**config.mk**
```make
export PLATFORM = sky130hd
export DESIGN_NAME = cjg_irq_ctrl_flat
export DESIGN_NICKNAME = d
export VERILOG_FILES = /design/src/rtl/cjg_irq_ctrl_pkg.sv /design/src/rtl/cjg_irq_ctrl_if.sv /design/src/rtl/cjg_irq_ctrl_sync.sv /design/src/rtl/cjg_irq_ctrl.sv /design/src/flat_wrapper.sv
export SDC_FILE = /design/constraint.sdc
export NUM_CORES = 1
export LEC_CHECK = 0
export CORE_MARGIN = 1.5
export CORE_UTILIZATION = 42
export CTS_BUF_LIST = sky130_fd_sc_hd__clkbuf_8
export CTS_CLUSTER_SIZE = 40
export DETAILED_ROUTE_END_ITERATION = 8
export PLACE_DENSITY = 0.87
export REMOVE_ABC_BUFFERS = 1
export SLEW_MARGIN = 10
export SYNTH_ARGS = -nofsm -noshare
export SYNTH_HDL_FRONTEND = slang
export SYNTH_SLANG_ARGS = --single-unit
```
**constraint.sdc**
```tcl
create_clock -name clk -period 3.4 [get_ports clk]
set_clock_uncertainty 0.05 [all_clocks]
set_input_delay 0.68 -clock clk [delete_from_list [all_inputs] [get_ports clk]]
set_output_delay 0.68 -clock clk [all_outputs]
set_load 0.05 [all_outputs]
```
**src/rtl/cjg_irq_ctrl_pkg.sv**
```systemverilog
// ============================================================================
// Module : cjg_irq_ctrl_pkg
// Brief  : Shared constants, types and helpers for the cjg_risc interrupt
//          controller (config register map, FSM states, priority pick).
// Rev    : 1.0  initial release
// ============================================================================
`default_nettype none

package cjg_irq_ctrl_pkg;

  // Number of interrupt lines; fixed at four in this revision.
  localparam int NUM_IRQ = 4;

  // Config port register map (cfg_addr values).
  localparam logic [1:0] IRQ_CTRL = 2'd0;
  localparam logic [1:0] IRQ_MASK = 2'd1;
  localparam logic [1:0] IRQ_MODE = 2'd2;
  localparam logic [1:0] IRQ_PEND = 2'd3;

  // Request sequencer states.
  typedef enum logic [1:0] {
    IRQ_IDLE    = 2'd0,
    IRQ_REQ     = 2'd1,
    IRQ_SERVICE = 2'd2
  } irq_state_e;

  // Fixed priority: the lowest-numbered eligible line wins. Scanning from
  // the top down lets the lowest set bit overwrite any higher one.
  function automatic logic [1:0] irq_winner(input logic [NUM_IRQ-1:0] elig);
    logic [1:0] w;
    w = 2'd0;
    for (int i = NUM_IRQ - 1; i >= 0; i--) begin
      if (elig[i]) w = 2'(i);
    end
    return w;
  endfunction

endpackage

`default_nettype wire

```
**src/rtl/cjg_irq_ctrl_if.sv**
```systemverilog
// ============================================================================
// Module : cjg_irq_ctrl_if
// Brief  : Core <-> interrupt controller bundle: 4-register config port and
//          the req/ack/done interrupt handshake.
//   cfg_wren/cfg_addr/cfg_wdata : config write (core drives)
//   cfg_rdata                   : config read data (controller drives)
//   int_req/int_vector/int_id   : pending request and its handler address
//   int_ack/int_done            : core accepted / core returned (pulses)
//   int_active                  : an ISR is in service
//   modports: master = core side, slave = controller side
// Rev    : 1.0  initial release
// ============================================================================
`default_nettype none

interface cjg_irq_ctrl_if;

  logic        cfg_wren;
  logic [1:0]  cfg_addr;
  logic [31:0] cfg_wdata;
  logic [31:0] cfg_rdata;
  logic        int_req;
  logic [15:0] int_vector;
  logic [1:0]  int_id;
  logic        int_ack;
  logic        int_done;
  logic        int_active;

  modport master (
    output cfg_wren, cfg_addr, cfg_wdata, int_ack, int_done,
    input  cfg_rdata, int_req, int_vector, int_id, int_active
  );

  modport slave (
    input  cfg_wren, cfg_addr, cfg_wdata, int_ack, int_done,
    output cfg_rdata, int_req, int_vector, int_id, int_active
  );

endinterface

`default_nettype wire

```
**src/rtl/cjg_irq_ctrl_sync.sv**
```systemverilog
// ============================================================================
// Module : cjg_irq_ctrl_sync
// Brief  : Single-line SYNC_STAGES-deep synchroniser with rising-edge detect.
//   clk, rst_n : clock, async active-low reset
//   async_in   : raw asynchronous input
//   level      : synchronised level
//   rise       : one-cycle pulse on a synchronised 0->1 transition
// Rev    : 1.0  initial release
// ============================================================================
`default_nettype none

module cjg_irq_ctrl_sync #(
  parameter int SYNC_STAGES = 2
) (
  input  logic clk,
  input  logic rst_n,
  input  logic async_in,
  output logic level,
  output logic rise
);

  logic [SYNC_STAGES-1:0] sync_q;
  logic                   prev_q;

  always_ff @(posedge clk or negedge rst_n) begin
    if (!rst_n) begin
      sync_q <= '0;
      prev_q <= 1'b0;
    end else begin
      sync_q <= {sync_q[SYNC_STAGES-2:0], async_in};
      prev_q <= sync_q[SYNC_STAGES-1];
    end
  end

  assign level = sync_q[SYNC_STAGES-1];
  assign rise  = sync_q[SYNC_STAGES-1] & ~prev_q;

endmodule

`default_nettype wire

```
**src/rtl/cjg_irq_ctrl.sv**
```systemverilog
// ============================================================================
// Module : cjg_irq_ctrl
// Brief  : Four-line interrupt controller for the cjg_risc core. Synchronises
//          the lines, latches edge/level requests, masks them, picks a
//          fixed-priority winner and sequences it to the core one at a time.
//   clk, rst_n         : clock, async active-low reset (sync release)
//   ext_interrupt_bus  : raw asynchronous lines, active-high
//   bus (slave)        : config port + req/ack/done handshake
// Rev    : 1.0  initial release
// ============================================================================
`default_nettype none

module cjg_irq_ctrl
  import cjg_irq_ctrl_pkg::*;
#(
  parameter int          SYNC_STAGES = 2,
  parameter logic [15:0] VEC_BASE    = 16'h0004,
  parameter logic [15:0] VEC_STRIDE  = 16'h0004
) (
  input  logic               clk,
  input  logic               rst_n,
  input  logic [NUM_IRQ-1:0] ext_interrupt_bus,
  cjg_irq_ctrl_if.slave      bus
);

  logic [NUM_IRQ-1:0] sync_level;
  logic [NUM_IRQ-1:0] sync_rise;
  logic [NUM_IRQ-1:0] pend_q;
  logic [NUM_IRQ-1:0] pend_d;
  logic [NUM_IRQ-1:0] clr;
  logic [NUM_IRQ-1:0] mask_q;
  logic [NUM_IRQ-1:0] mode_q;
  logic [NUM_IRQ-1:0] eligible;
  logic               ctrl_en_q;
  irq_state_e         state_q;
  irq_state_e         state_d;
  logic               capture;
  logic               ack_take;
  logic [1:0]         winner;
  logic [1:0]         id_q;
  logic [15:0]        vec_d;
  logic [15:0]        vec_q;
  logic               unused_wdata;

  assign unused_wdata = ^bus.cfg_wdata[31:NUM_IRQ];

  // --------------------------------------------------------------------------
  // Per-line synchronisers
  // --------------------------------------------------------------------------
  generate
    for (genvar g = 0; g < NUM_IRQ; g++) begin : g_sync
      cjg_irq_ctrl_sync #(
        .SYNC_STAGES (SYNC_STAGES)
      ) u_sync (
        .clk      (clk),
        .rst_n    (rst_n),
        .async_in (ext_interrupt_bus[g]),
        .level    (sync_level[g]),
        .rise     (sync_rise[g])
      );
    end
  endgenerate

  // --------------------------------------------------------------------------
  // Pending capture. Edge bits are sticky until W1C or acknowledge; a new
  // edge arriving in the clearing cycle wins. Level bits track the line and
  // ignore clears. Masking is deliberately not applied here.
  // --------------------------------------------------------------------------
  assign ack_take = (state_q == IRQ_REQ) && bus.int_ack;

  always_comb begin
    clr    = '0;
    pend_d = pend_q;
    if (bus.cfg_wren && (bus.cfg_addr == IRQ_PEND)) clr = bus.cfg_wdata[NUM_IRQ-1:0];
    if (ack_take) clr[id_q] = 1'b1;
    for (int i = 0; i < NUM_IRQ; i++) begin
      pend_d[i] = mode_q[i] ? (sync_rise[i] | (pend_q[i] & ~clr[i])) : sync_level[i];
    end
  end

  always_ff @(posedge clk or negedge rst_n) begin
    if (!rst_n) pend_q <= '0;
    else        pend_q <= pend_d;
  end

  // --------------------------------------------------------------------------
  // Config registers
  // --------------------------------------------------------------------------
  always_ff @(posedge clk or negedge rst_n) begin
    if (!rst_n) begin
      ctrl_en_q <= 1'b0;
      mask_q    <= '0;
      mode_q    <= '0;
    end else if (bus.cfg_wren) begin
      case (bus.cfg_addr)
        IRQ_CTRL: ctrl_en_q <= bus.cfg_wdata[0];
        IRQ_MASK: mask_q    <= bus.cfg_wdata[NUM_IRQ-1:0];
        IRQ_MODE: mode_q    <= bus.cfg_wdata[NUM_IRQ-1:0];
        default:  ;
      endcase
    end
  end

  always_comb begin
    bus.cfg_rdata = '0;
    case (bus.cfg_addr)
      IRQ_CTRL: bus.cfg_rdata[0]           = ctrl_en_q;
      IRQ_MASK: bus.cfg_rdata[NUM_IRQ-1:0] = mask_q;
      IRQ_MODE: bus.cfg_rdata[NUM_IRQ-1:0] = mode_q;
      default:  bus.cfg_rdata[NUM_IRQ-1:0] = pend_q;
    endcase
  end

  // --------------------------------------------------------------------------
  // Priority select and vector computation (16-bit, wraps)
  // --------------------------------------------------------------------------
  assign eligible = pend_q & mask_q & {NUM_IRQ{ctrl_en_q}};
  assign winner   = irq_winner(eligible);
  assign vec_d    = VEC_BASE + VEC_STRIDE * {14'd0, winner};

  // --------------------------------------------------------------------------
  // Request sequencer. id/vector are captured on IDLE->REQ and then frozen,
  // so later MASK/CTRL/pending changes cannot alter an issued request.
  // In REQ only ack is honoured, in SERVICE only done.
  // --------------------------------------------------------------------------
  always_comb begin
    state_d = state_q;
    capture = 1'b0;
    case (state_q)
      IRQ_IDLE: begin
        if (|eligible) begin
          state_d = IRQ_REQ;
          capture = 1'b1;
        end
      end
      IRQ_REQ: begin
        if (bus.int_ack) state_d = IRQ_SERVICE;
      end
      IRQ_SERVICE: begin
        if (bus.int_done) state_d = IRQ_IDLE;
      end
      default: state_d = IRQ_IDLE;
    endcase
  end

  always_ff @(posedge clk or negedge rst_n) begin
    if (!rst_n) begin
      state_q <= IRQ_IDLE;
      id_q    <= 2'd0;
      vec_q   <= 16'd0;
    end else begin
      state_q <= state_d;
      if (capture) begin
        id_q  <= winner;
        vec_q <= vec_d;
      end
    end
  end

  assign bus.int_req    = (state_q == IRQ_REQ);
  assign bus.int_active = (state_q == IRQ_SERVICE);
  assign bus.int_id     = id_q;
  assign bus.int_vector = vec_q;

endmodule

`default_nettype wire

```
**src/flat_wrapper.sv**
```systemverilog
// flat-port wrapper written by rule: the top's interface ports become plain ports
module cjg_irq_ctrl_flat import cjg_irq_ctrl_pkg::*;
#(
  parameter int          SYNC_STAGES = 2,
  parameter logic [15:0] VEC_BASE    = 16'h0004,
  parameter logic [15:0] VEC_STRIDE  = 16'h0004
)
  (clk, rst_n, ext_interrupt_bus, bus_cfg_wren, bus_cfg_addr, bus_cfg_wdata, bus_int_ack, bus_int_done, bus_cfg_rdata, bus_int_req, bus_int_vector, bus_int_id, bus_int_active);
  cjg_irq_ctrl_if bus_i ();
  input  logic clk;
  input  logic rst_n;
  input  logic [NUM_IRQ-1:0] ext_interrupt_bus;
  input wire logic [$bits(bus_i.cfg_wren)-1:0] bus_cfg_wren;
  input wire logic [$bits(bus_i.cfg_addr)-1:0] bus_cfg_addr;
  input wire logic [$bits(bus_i.cfg_wdata)-1:0] bus_cfg_wdata;
  input wire logic [$bits(bus_i.int_ack)-1:0] bus_int_ack;
  input wire logic [$bits(bus_i.int_done)-1:0] bus_int_done;
  output wire logic [$bits(bus_i.cfg_rdata)-1:0] bus_cfg_rdata;
  output wire logic [$bits(bus_i.int_req)-1:0] bus_int_req;
  output wire logic [$bits(bus_i.int_vector)-1:0] bus_int_vector;
  output wire logic [$bits(bus_i.int_id)-1:0] bus_int_id;
  output wire logic [$bits(bus_i.int_active)-1:0] bus_int_active;
  assign bus_i.cfg_wren = bus_cfg_wren;
  assign bus_i.cfg_addr = bus_cfg_addr;
  assign bus_i.cfg_wdata = bus_cfg_wdata;
  assign bus_i.int_ack = bus_int_ack;
  assign bus_i.int_done = bus_int_done;
  assign bus_cfg_rdata = bus_i.cfg_rdata;
  assign bus_int_req = bus_i.int_req;
  assign bus_int_vector = bus_i.int_vector;
  assign bus_int_id = bus_i.int_id;
  assign bus_int_active = bus_i.int_active;
  cjg_irq_ctrl #(.SYNC_STAGES(SYNC_STAGES), .VEC_BASE(VEC_BASE), .VEC_STRIDE(VEC_STRIDE)) u_core (.clk(clk), .rst_n(rst_n), .ext_interrupt_bus(ext_interrupt_bus), .bus(bus_i));
endmodule
```
* Word-level counts from Yosys, hierarchy flattened
Index checks and enable logic that the tools add are counted.
Cells by class: add/subtract/negate cells 1, magnitude comparators 2, eq/ne operators 8, multiplexer cells 20, bitwise gates (word level) 23, reduce and logical (&&, ||, !) cells 10
Operators by type and width (count):
- $mux W2 | 7
- $pmux W3 S3 | 1
- $and A1 B1 Y1 | 8
- $and A4 B4 Y4 | 2
- $mux W4 | 2
- $not A1 Y1 | 8
- $mux W1 | 7
- $eq A2 B2 Y1 const B | 3
- $pmux W2 S3 | 1
- $reduce_and A2 Y1 | 3
- $add A3 B4 Y5 const A | 1
- $eq A2 B1 Y1 const B | 2
- $logic_not A2 Y1 | 2
- $ne A2 B2 Y1 const B | 2
- $or A1 B1 Y1 | 4
- $or A4 B4 Y4 | 1
- $reduce_or A4 Y1 | 1
- $logic_and A1 B1 Y1 | 3
- $lt A2 B3 Y1 const B | 1
- $pmux W1 S3 | 1
- $reduce_and A3 Y1 | 1
- $demux W1 S2 | 1
- $ge A2 B1 Y1 const B | 1
- $ne A2 B1 Y1 const B | 1
Storage, ports and cells: bits in registers 45, output and inout port bits 52, word-level logic and storage cells 79

* Longest topological paths before layout
Gate-level depths: netlist of run 1.
depth after elaboration 10, depth in mapped cells 5

* Cells and area by module
A second synthesis of run 1 with hierarchy kept.
Second synthesis, totals: cells, all modules 147, area, all modules 1705.4 um2
By module, submodules not included:
- cjg_irq_ctrl | instances 1, cells each 131, area each 1350.0 um2, sequential area each 500.5 um2
- cjg_irq_ctrl_sync | instances 4, cells each 4, area each 88.8 um2, sequential area each 75.1 um2

* Worst setup path before layout of run 1
Ideal clock, no wire load.
path type input to output, from in bus_cfg_addr[0], to out bus_cfg_rdata[2], arrival time 1.597 ns, data required time 2.670 ns, slack 1.073 ns, cell stages on the path 3, buffers on the path 1, path through buf_2 > mux2_2 > a22o_1
On the way: cells in the longest elaborated chain, start to end 2, elaborated cells on any way between the ends 4, classes of those cells eq/ne: 2; mux: 1; reduce/logical: 1
RTL lines:
- start, declared | line flat_wrapper.sv:14 | input wire logic [$bits(bus_i.cfg_addr)-1:0] bus_cfg_addr;
- $eq A2 B2 Y1, or another cell as far along | line cjg_irq_ctrl.sv:106 | case (bus.cfg_addr)
- $pmux W3 S3 * | line cjg_irq_ctrl.sv:106
- end, declared | line flat_wrapper.sv:18 | output wire logic [$bits(bus_i.cfg_rdata)-1:0] bus_cfg_rdata;
Every way passes the cells marked *; elsewhere a longest branch is shown, timed or not.

* Final worst setup path of run 1
Ends and elaborated chain as after synthesis.

==> results by group, run 1 <==
STA
  – F_max: 339 MHz
  – Slew Viols, Final: 0
  – Tcrit/Tclk final: 0.867
  – Unrepaired setup endpoints after global routing: false
  – Worst Slack Setup Final: 0.451 ns
  – Max-slew headroom: 0.667
  – Minimum clock period: 2.95 ns
  – Hold Vio Cnt, Final: 0
  – Final setup violation count: 0
  – Setup TNS: 0 ns
  – Worst-margin pin slew: 0.498 ns

Die
  – Vert. Die Dim: 65.9 um
  – I/O Pins: 95
  – Core area: 3740 sq um
  – Die X-Extent: 65.9 um
  – DIE AREA: 4350 sq um
  – Initial Utilization: 0.444
  – Rows: 22

Drt
  – Post-route DRC: 0
  – Routed via count: 1048
  – Starting DRT DRC Count: 40
  – Vias/cell: 4.70
  – Antenna Nets Post-Route: 0
  – Final WL: 2790 um
  – DR WL/cell: 12.5 um
  – Router iterations before antenna repair: 4

Setup path
  – Crit path DAT: 2.22 ns
  – Crit path kind: in -> out
  – Startpoint types: input port
  – Setup crit end kind: output port
  – WP data required: 2.67 ns
  – CP Max Fanout: 11

Yosys
  – Syn_area_per_cell: 11.5 sq um
  – Synth async-reset ratio: 1.00
  – Distinct cells, synth: 27
  – Number of enable flip-flop cells after synthesis: 0
  – Post-synthesis sequential area ratio: 0.482
  – FF+latch count, synth: 32
  – Post-Syn Instances: 145
  – Mapped cell area: 1660 sq um
  – YS warnings: 0
  – Predominant post-synthesis flop cell: dfrtp_1

Power
  – Pleak: 0.886 nW
  – Pwr Density: 732 nW/um^2
  – Worst vdd rail ir drop: 0.407 mV

Global routing
  – Vias in the first global route: 946
  – Initial antenna violation count: 0
  – Gr ovfl total: 0
  – First-pass GRT wire length: 4470 um
  – Total track usage: 0.140
  – Largest net degree at the start of global routing: 33

Finish
  – Layout overhead on the synthesized area: 15.7%
  – Layout cells sized above 1: 0.171
  – Most common cell after layout, fill and taps aside: conb_1
  – Fin nets: 219
  – Fill count: 362
  – Storage cell area: 801 sq um
  – Antenna Cells: 0
  – Most frequent cells in the layout: 41 x conb_1, 32 x dfrtp_1, 21 x clkdlybuf4s50_1, 12 x nand2_1, 12 x mux2_2
  – Multi-input gate area: 691 sq um

Clock network
  – Post-CTS Setup Inserts: 0
  – Clock Latency Late Sink: 0.28 ns
  – Sink Count: 32
  – CTS clk-pin slew, worst paths: 0.06 ns
  – H-tree depth: 2
  – Post-cts resize count: 0
  – Hold_buf cts: 0
  – CTS max path bufs: 2
  – TritonCTS clock tree: built
  – CTS Buf Count: 5
  – Root Buffer: clkbuf_8

Job
  – Maxcap violations: 0

Place
  – Post-DP HPWL: 2100 um
  – IO buf count: 25
  – Gp weighted congestion: 0.805
  – DP Worst Slack: 0.459 ns

Min path
  – Type of the worst min-delay path: reg -> reg

Run status
  – Outcome: complete, no violations
[sequential cells by signal, summed over array words and instances, names as in the netlist]
name,cells
u_core.bus.int_id,2
u_core.mask_q,4
u_core.g_sync.u_sync.sync_q,8
u_core.bus.int_vector,3
u_core.pend_q,4
u_core.ctrl_en_q,1
u_core.mode_q,4
u_core.state_q,2
u_core.g_sync.u_sync.prev_q,4
[layout make-up]
class,instances,area share
flip-flops and latches,32,0.416
multi-input cells,109,0.359
repair buffers,26,0.142
clock buffers,7,0.0501
well taps,48,0.0312
inverters,1,0.00195
[power by group]
part / total [mW] / leakage (nW) / internal [mW] / switching [mW]
combinational: 0.570 / 0.455 / 0.203 / 0.367
clock: 0.310 / 0.0503 / 0.180 / 0.130
sequential: 0.529 / 0.381 / 0.453 / 0.0766
[final timing paths]
path                                                             startpoint                                          end  slack, ns  depth (start not counted)
worst min register to register  u_core.g_sync[3].u_sync.sync_q[0]$_DFF_PN0_  u_core.g_sync[3].u_sync.sync_q[1]$_DFF_PN0_       0.30                          0
max in group asynchronous                                             rst_n                 u_core.mode_q[1]$_DFFE_PN0P_       2.26                          2
worst max register to register                   u_core.pend_q[2]$_DFF_PN0_         u_core.bus.int_vector[3]$_DFFE_PN0P_       1.76                          4
min in group asynchronous                                             rst_n                u_core.state_q[1]$_DFFE_PN0P_       0.75                          2
worst max-delay path                                        bus_cfg_addr[0]                             bus_cfg_rdata[2]       0.45                          4
worst min-delay path            u_core.g_sync[3].u_sync.sync_q[0]$_DFF_PN0_  u_core.g_sync[3].u_sync.sync_q[1]$_DFF_PN0_       0.30                          0
[metrics by stage]
step	hold WS (ns)	area, sq um	instances	power [mW]	util
6_report	0.297	1920	223	1.41	0.514
5_1_grt	0.311	1920	223	1.48	0.514
4_1_cts	0.301	1920	223	1.42	0.514
3_5_place_dp	0.287	1830	216	1.10	0.488
3_3_place_gp	0.282	1830	216	1.09	0.488
2_1_floorplan	0.281	1500	142	0.935	-
[critical path: stages]
cell and delay [ns]:
clkdlybuf4s50_1 0.72, mux2_2 0.39, a22o_1 0.24, buf_4 0.19
[cell families (layout without fill, tap and decap cells)]
kind of cell / Yosys count / after routing / synth area share
buffers and inverters: 44 / 34 / 0.193
and+or+nand+nor: 33 / 33 / 0.116
DFF: 32 / 32 / 0.482
AOI/OAI and AO/OA: 19 / 19 / 0.0865
muxes: 15 / 15 / 0.113
adders and majority gates: 1 / 1 / 0.00752
other: 1 / 41 / 0.00226
[layer usage]
layer  vias to the layer above  routed length [um]  global-route usage
met5                         -                   0                   0
met3                         3                 192              0.0562
met4                         0                  32              0.0495
met2                        46                1310               0.213
li1                        485                   -                   -
met1                       514                1250               0.179
[cell usage after synthesis (all sizes together) (3+ instances only)]
cell   count  share of area
buf       43           0.19
dfrtp     32           0.48
mux2      14          0.099
nand2     12          0.027
a22o       6          0.032
nand4      5          0.019
o21ai      5          0.015
nand3      4          0.012
nor3b      4          0.025
a21oi      3         0.0090
Note: power is estimated with default switching activity, not from simulation.
==> run 2, diff against run 1 <==
Settings changed: CORE_UTILIZATION 42 to 39, PLACE_DENSITY 0.87 to 0.82.
Clock period 3.4 ns to 2.9 ns, I/O delays scaled along.
==> run 2 against run 1 <==
Against the previous run:
- design area rose by 0.45%
- clock power rose by 7.7%
- sequential share of layout area fell by 0.19 points
- total power rose by 15%
- combinational power rose by 17%
- hold slack improved by 0.0031 ns
- die area rose by 7.3%
- highest routed layer unchanged
==> results by group, run 2 (synthesis gave the netlist of run 1 again) <==
Clock network
  – TritonCTS clock tree: built
  – Post-cts resize count: 0
  – Post-CTS Setup Inserts: 0
  – Root Buffer: clkbuf_8
  – H-tree depth: 2
  – CTS Buf Count: 5
  – Sink Count: 32
  – Clock Latency Late Sink: 0.29 ns
  – Hold_buf cts: 0
  – CTS max path bufs: 2
  – CTS clk-pin slew, worst paths: 0.07 ns

Place
  – Post-DP HPWL: 2040 um
  – Placed cells: 220
  – Gp weighted congestion: 0.858
  – IO buf count: 25
  – DP Area: 1850 sq um

Die
  – DIE AREA: 4660 sq um
  – Vert. Die Dim: 68.3 um
  – Rows: 23
  – I/O Pins: 95
  – Initial Utilization: 0.410
  – Core area: 4060 sq um
  – Die X-Extent: 68.3 um

STA
  – Minimum clock period: 2.62 ns
  – Tcrit/Tclk final: 0.903
  – Slew Viols, Final: 0
  – Min Hold Slack: 0.300 ns
  – Setup TNS: 0 ns
  – Final setup violation count: 0
  – F_max: 382 MHz
  – Hold Vio Cnt, Final: 0
  – Worst-margin pin slew: 0.496 ns
  – Unrepaired setup endpoints after global routing: false
  – Max-slew headroom: 0.668

Global routing
  – Met2 Track Usage GR: 0.191
  – First-pass GRT wire length: 4520 um
  – Met1 usage: 0.186
  – Vias in the first global route: 937
  – Initial antenna violation count: 0
  – Largest net degree at the start of global routing: 33
  – Met3 Use GR: 0.0543
  – Gr ovfl total: 0
  – GR peak layer: met2
  – Total track usage: 0.138

Finish
  – Max FFs per register: 8
  – Most common cell after layout, fill and taps aside: conb_1
  – Fin nets: 221
  – Largest register by flop count: u_core.g_sync.u_sync.sync_q
  – Most frequent cells in the layout: 41 x conb_1, 32 x dfrtp_1, 21 x clkdlybuf4s50_1, 12 x nand2_1, 12 x mux2_2
  – Final core occ: 0.476
  – Storage cell area: 801 sq um
  – Finished Layout Cells: 228
  – Final instance area: 1930 sq um
  – Layout overhead on the synthesized area: 16.3%
  – Multi-input gate area: 691 sq um
  – Antenna Cells: 0
  – Layout cells sized above 1: 0.185
  – Fill count: 370

Min path
  – Type of the worst min-delay path: reg -> reg

Power
  – Worst vdd rail ir drop: 0.271 mV
  – Pleak: 0.893 nW
  – Pwr Density: 840 nW/um^2

Setup path
  – CP Max Fanout: 11
  – Setup crit end kind: output port
  – Crit path kind: in -> out
  – WP data required: 2.27 ns
  – Crit path DAT: 1.99 ns
  – Startpoint types: input port

Run status
  – Outcome: complete, no violations

Drt
  – Antenna Nets Post-Route: 0
  – Vias/cell: 4.60
  – Final WL: 2790 um
  – Routed via count: 1049
  – Starting DRT DRC Count: 41
  – Post-route DRC: 0
  – DR WL/cell: 12.2 um
  – Router iterations before antenna repair: 4

Job
  – Maxcap violations: 0
## run 2: report_power, final
group          leakage [nW]  switching, mW  internal, mW
Combinational         0.465          0.426         0.240
Sequential            0.381         0.0924         0.531
Clock                0.0479          0.167         0.167
Total                 0.893          0.686         0.938
## run 2: cell type report
class | instances | area share
flip-flops and latches | 32 | 0.414
multi-input cells | 109 | 0.357
repair buffers | 28 | 0.149
clock buffers | 5 | 0.0356
well taps | 50 | 0.0324
clock inverters | 3 | 0.00971
inverters | 1 | 0.00194
## run 2: final timing paths
path / slack [ns] / cells past startpoint / start / to
max in group asynchronous: 1.87 / 2 / rst_n / u_core.g_sync[3].u_sync.prev_q$_DFF_PN0_
min reg2reg: 0.30 / 0 / u_core.g_sync[0].u_sync.sync_q[0]$_DFF_PN0_ / u_core.g_sync[0].u_sync.sync_q[1]$_DFF_PN0_
min in group asynchronous: 0.63 / 2 / rst_n / u_core.bus.int_id[0]$_DFFE_PN0P_
min: 0.30 / 0 / u_core.g_sync[0].u_sync.sync_q[0]$_DFF_PN0_ / u_core.g_sync[0].u_sync.sync_q[1]$_DFF_PN0_
max reg2reg: 1.23 / 4 / u_core.pend_q[2]$_DFF_PN0_ / u_core.bus.int_vector[3]$_DFFE_PN0P_
max: 0.28 / 5 / bus_cfg_addr[0] / bus_cfg_rdata[2]
## run 2: layer usage
metal / part of all wire / wire [um]
met5: 0 / 0
met4: 0.018 / 51
met3: 0.082 / 229
met2: 0.45 / 1260
met1: 0.45 / 1250
## run 2: worst max-delay path, cell delays in order
cell and delay (ns):
clkdlybuf4s50_1 0.45, buf_4 0.17, mux2_2 0.35, a22o_1 0.24
buf_4 0.19
## run 2: stage by stage
step                setup slack [ns]  power [mW]
floorplan                      0.984        1.10
global placement               0.300        1.28
detailed placement             0.290        1.29
CTS                            0.267        1.63
global route                   0.220        1.71
finish                         0.280        1.62
==> edit 1: new RTL, flow settings as in run 2 <==
`SYNC_STAGES` is set to 2 in 3 places; all go to 4.
--- a/src/rtl/cjg_irq_ctrl_sync.sv
+++ b/src/rtl/cjg_irq_ctrl_sync.sv
@@ -12,3 +12,3 @@
 module cjg_irq_ctrl_sync #(
-  parameter int SYNC_STAGES = 2
+  parameter int SYNC_STAGES = 4
 ) (
--- a/src/rtl/cjg_irq_ctrl.sv
+++ b/src/rtl/cjg_irq_ctrl.sv
@@ -15,3 +15,3 @@
 #(
-  parameter int          SYNC_STAGES = 2,
+  parameter int          SYNC_STAGES = 4,
   parameter logic [15:0] VEC_BASE    = 16'h0004,
--- a/src/flat_wrapper.sv
+++ b/src/flat_wrapper.sv
@@ -3,3 +3,3 @@
 #(
-  parameter int          SYNC_STAGES = 2,
+  parameter int          SYNC_STAGES = 4,
   parameter logic [15:0] VEC_BASE    = 16'h0004,
Check against the original RTL: not equivalent (a bounded check fails within 4 cycles, from zero or initial values and one cycle with rst_n low).
==> edit 1 against run 2 <==
  * Non-clock buffer count fell by 2
  * Routed wire length rose by 6.9%
  * Setup slack worse by 0.14 ns
  * Via count up 6.6%
  * Die area rose by 12%
  * Combinational power fell by 2%
  * Register-to-register slack better by 0.03 ns
  * Synthesized area is 12% higher
  * Power rose by 15%
  * Synthesized cell count rose by 5.5%
  * Sequential cell count rose by 8
  * Final area rose by 10%
  * Maximum frequency fell by 5.1%
  * Largest power group is now sequential cells
==> edit 1: results (changes against run 2) <==
Final layout
  – Register area: 1000 um2 (was 801 um2)
  – Clock distribution area overhead in the final layout: 5.70% (was 4.53%)
  – Max reg flops: 16 (was 8)
  – Share of post-route cells with drive strength above 1: 17.4% (was 18.5%)
  – Multi-input gate area: 694 um2 (was 691 um2)
  – Fill count: 405 (was 370)
  – # clk buffers: 6 (was 5)
  – Nets@finish: 227 (was 221)
  – NonClk Buf Share: 11.4% (was 14.9%)

Min path
  – Hold wc startpoint: u_core.g_sync[0].u_sync.sync_q[2] (was u_core.g_sync[0].u_sync.sync_q[0])
  – Hold Path Sink: u_core.g_sync[0].u_sync.sync_q[3] (was u_core.g_sync[0].u_sync.sync_q[1])

Power and ir drop
  – Power Clock: 473 uW (was 334 uW)
  – Peak supply drop: 0.439 mV (was 0.271 mV)
  – Switching Share: 38.1% (was 42.2%)
  – Pleak: 0.982 nW (was 0.893 nW)
  – Power Combinational: 652 uW (was 666 uW)
  – Sw Pwr: 709 uW (was 686 uW)

Placement
  – Dpl hpwl: 2240 um (was 2040 um)
  – RD Place Congestion: 0.867 (was 0.858)
  – DP Area: 2010 um2 (was 1850 um2)

Worst setup path
  – CP max FO: 12 (was 11)
  – Crit path to: bus_cfg_rdata[2] (unchanged)
  – Worst flop-to-flop path startpoint: u_core.pend_q[2] (unchanged)
  – Cell class contributing the biggest share of worst-path delay: buffers and inverters (unchanged)
  – Slowest cell delay on critical path: 0.74 ns (was 0.45 ns)
  – R2R Setup Slk: 1.26 ns (was 1.23 ns)

Route
  – Met2 Wirelength: 1340 um (was 1260 um)
  – Routed length on met1: 1310 um (was 1250 um)
  – DR WL/cell: 12.6 um (was 12.2 um)
  – DR iter-0 viols: 35 (was 41)
  – DR vias: 1,118 (was 1,049)
  – Routed length on met3: 275 um (was 229 um)

Timing
  – Slew @ Worst Pin: 0.859 ns (was 0.496 ns)

Synth
  – Top area cells in the synthesized netlist: dfrtp_1, buf_4, mux2_2 (unchanged)
  – Post-synthesis sequential area ratio: 53.6% (was 48.2%)
  – Avg Inst Size Synth: 12.2 um2 (was 11.5 um2)

Clock network
  – Max Root-Sink Buffers: 2 (unchanged)
  – CTS Sinks: 40 (was 32)
  – CTS root buf: clkbuf_8 (unchanged)

Global routing
  – Largest net degree at the start of global routing: 41 (was 33)
  – First-pass GRT wire length: 4670 um (was 4520 um)
  – Vias in the first global route: 975 (was 937)
  – Global-route met3 utilization: 3.89% (was 5.43%)
  – GRT Overall Usage: 12.2% (was 13.8%)

Status
  – Status: complete, no violations (unchanged)
edit 1: changes by cell type after synthesis:
| cell | before | now |
|---|---|---|
| dfrtp_1 | 32 | 40 |
| nand2_1 | 12 | 11 |
| nand3b_1 | 2 | 3 |
edit 1: per-stage QoR:
| stage | setup WS (ns) | hold slack (ns) | std cells |
|---|---|---|---|
| 6_report | 0.140 | 0.299 | 236 |
| 2_1_floorplan | 0.984 | 0.234 | 150 |
| 3_3_place_gp | 0.151 | 0.283 | 228 |
| 5_1_grt | 0.0786 | 0.306 | 236 |
| 4_1_cts | 0.144 | 0.303 | 236 |
| 3_5_place_dp | 0.145 | 0.286 | 228 |
edit 1: cells by family (layout without fill, tap and decap cells):
logic type      after synthesis  after routing  synth area share [%]
compound gates               19             19                  7.71
fa+ha+maj                     1              1                 0.670
buf+inv                      44             35                  17.2
flops                        40             40                  53.6
mux                          15             15                  10.1
other cells                   1             41                 0.201
simple gates                 33             33                  10.5
==> edit 2: new RTL, flow settings as in run 2 <==
Made on the original files. The 3 states of `irq_state_e` get a one-hot encoding in 3 bits.
--- a/src/rtl/cjg_irq_ctrl_pkg.sv
+++ b/src/rtl/cjg_irq_ctrl_pkg.sv
@@ -20,6 +20,6 @@
   // Request sequencer states.
-  typedef enum logic [1:0] {
-    IRQ_IDLE    = 2'd0,
-    IRQ_REQ     = 2'd1,
-    IRQ_SERVICE = 2'd2
+  typedef enum logic [2:0] {
+    IRQ_IDLE    = 3'b001,
+    IRQ_REQ     = 3'b010,
+    IRQ_SERVICE = 3'b100
   } irq_state_e;
Behaviour: no difference found for any inputs over 4 cycles, from zero or initial values and one cycle with rst_n low; so few cycles prove little.
==> edit 2 against run 2 <==
  * Setup slack worse by 0.054 ns
  * Combinational power is 13% lower
  * Power is 4.1% lower
  * Sequential power is 3% higher
  * Routed wire length is 2.6% higher
  * Final area is 1.0% higher
  * Sequential cell count is 1 higher
  * Synthesized area is 3.2% higher
  * Critical endpoint is now bus_cfg_rdata[3]
==> edit 2: results (changes against run 2) <==
Synth
  – Commonest cells post-synth: buf_4, dfrtp_1, nand2_1, mux2_2, a22o_1 (was buf_4, dfrtp_1, mux2_2, nand2_1, a22o_1)
  – Top area cells in the synthesized netlist: dfrtp_1, buf_4, mux2_2 (unchanged)
  – Post-synthesis sequential area ratio: 48.2% (about the same)
  – Adder-Cell Fraction of Synth Area: 0.729% (was 0.752%)
  – Count of cell types in the netlist: 32 (was 27)
  – Synth Area in Compound Gates: 9.12% (was 8.65%)
  – Ys Warns: 0 (unchanged)

Worst setup path
  – Cell class contributing the biggest share of worst-path delay: buffers and inverters (unchanged)
  – R2r worst-path depth: 5 (was 4)
  – WP data arrival: 2.04 ns (was 1.99 ns)
  – R2R Setup Slk: 1.27 ns (was 1.23 ns)
  – Slowest cell delay on critical path: 0.68 ns (was 0.45 ns)
  – Crit path to: bus_cfg_rdata[3] (was bus_cfg_rdata[2])
  – CP max FO: 9 (was 11)

Global routing
  – GRT Overall Usage: 12.0% (was 13.8%)
  – Largest net degree at the start of global routing: 34 (was 33)
  – GR Util met1: 14.3% (was 18.6%)
  – Vias in the first global route: 985 (was 937)
  – First-pass GRT wire length: 4550 um (was 4520 um)
  – Global-route met3 utilization: 3.34% (was 5.43%)
  – Met2 Use GR: 19.2% (was 19.1%)

Route
  – Vias per cell: 4.71 (was 4.60)
  – Met2 Wirelength: 1470 um (was 1260 um)
  – DR iter-0 viols: 49 (was 41)
  – DR WL/cell: 12.2 um (about the same)
  – Routed length on met1: 1160 um (was 1250 um)
  – Routed length on met3: 168 um (was 229 um)

Power and ir drop
  – Peak supply drop: 0.320 mV (was 0.271 mV)
  – Pleak: 0.933 nW (was 0.893 nW)
  – Switching Share: 39.9% (was 42.2%)

Final layout
  – Multi-input gate area: 703 um2 (was 691 um2)
  – Nonclk buf count: 27 (was 28)
  – Register area: 827 um2 (was 801 um2)
  – Non-filler cells in the finished layout: 235 (was 228)
  – NonClk Buf Share: 13.1% (was 14.9%)
  – Fill count: 395 (was 370)
  – # clk buffers: 6 (was 5)
  – Multi-input comb cells: 113 (was 109)
  – Util after Layout: 47.5% (was 47.6%)
  – Invs w/o clock: 4 (was 1)
  – Clock distribution area overhead in the final layout: 4.61% (was 4.53%)
  – Share of post-route cells with drive strength above 1: 17.8% (was 18.5%)

Placement
  – Dpl ws: 0.236 ns (was 0.290 ns)
  – RD Place Congestion: 0.839 (was 0.858)
  – Dpl hpwl: 2170 um (was 2040 um)
  – DP Area: 1860 um2 (was 1850 um2)

Clock network
  – CTS Sinks: 33 (was 32)

Min path
  – Hold wc startpoint: u_core.g_sync[1].u_sync.sync_q[0] (was u_core.g_sync[0].u_sync.sync_q[0])
  – Hold Path Sink: u_core.g_sync[1].u_sync.sync_q[1] (was u_core.g_sync[0].u_sync.sync_q[1])

Floorplanning
  – Die Span X: 69.3 um (was 68.3 um)

Timing
  – Slew @ Worst Pin: 0.499 ns (was 0.496 ns)
  – Min Hold Slack: 0.294 ns (was 0.300 ns)

Status
  – Status: complete, no violations (unchanged)
## edit 2: cell types whose count changed in the layout (fill, tap and decap cells not counted), moves of 2 or more
| cell | before | now |
|---|---|---|
| nor2_1 | 0 | 5 |
| and3_1 | 0 | 2 |
| buf_12 | 2 | 0 |
| a21o_1 | 0 | 2 |
| nand2_1 | 12 | 16 |
| inv_1 | 1 | 6 |
| o21ai_0 | 5 | 2 |
| nand4_1 | 5 | 2 |
| and4bb_2 | 0 | 2 |
| nand3_1 | 4 | 2 |
| nor2b_1 | 2 | 0 |
| clkinv_2 | 2 | 0 |
## edit 2: power groups by stage
stage          clock [mW]  combinational, mW  sequential (mW)
6_report            0.337              0.579            0.641
5_1_grt             0.365              0.611            0.651
4_1_cts             0.345              0.582            0.639
3_5_place_dp            0              0.581            0.648
3_3_place_gp            0              0.570            0.642
2_1_floorplan           0              0.346            0.713
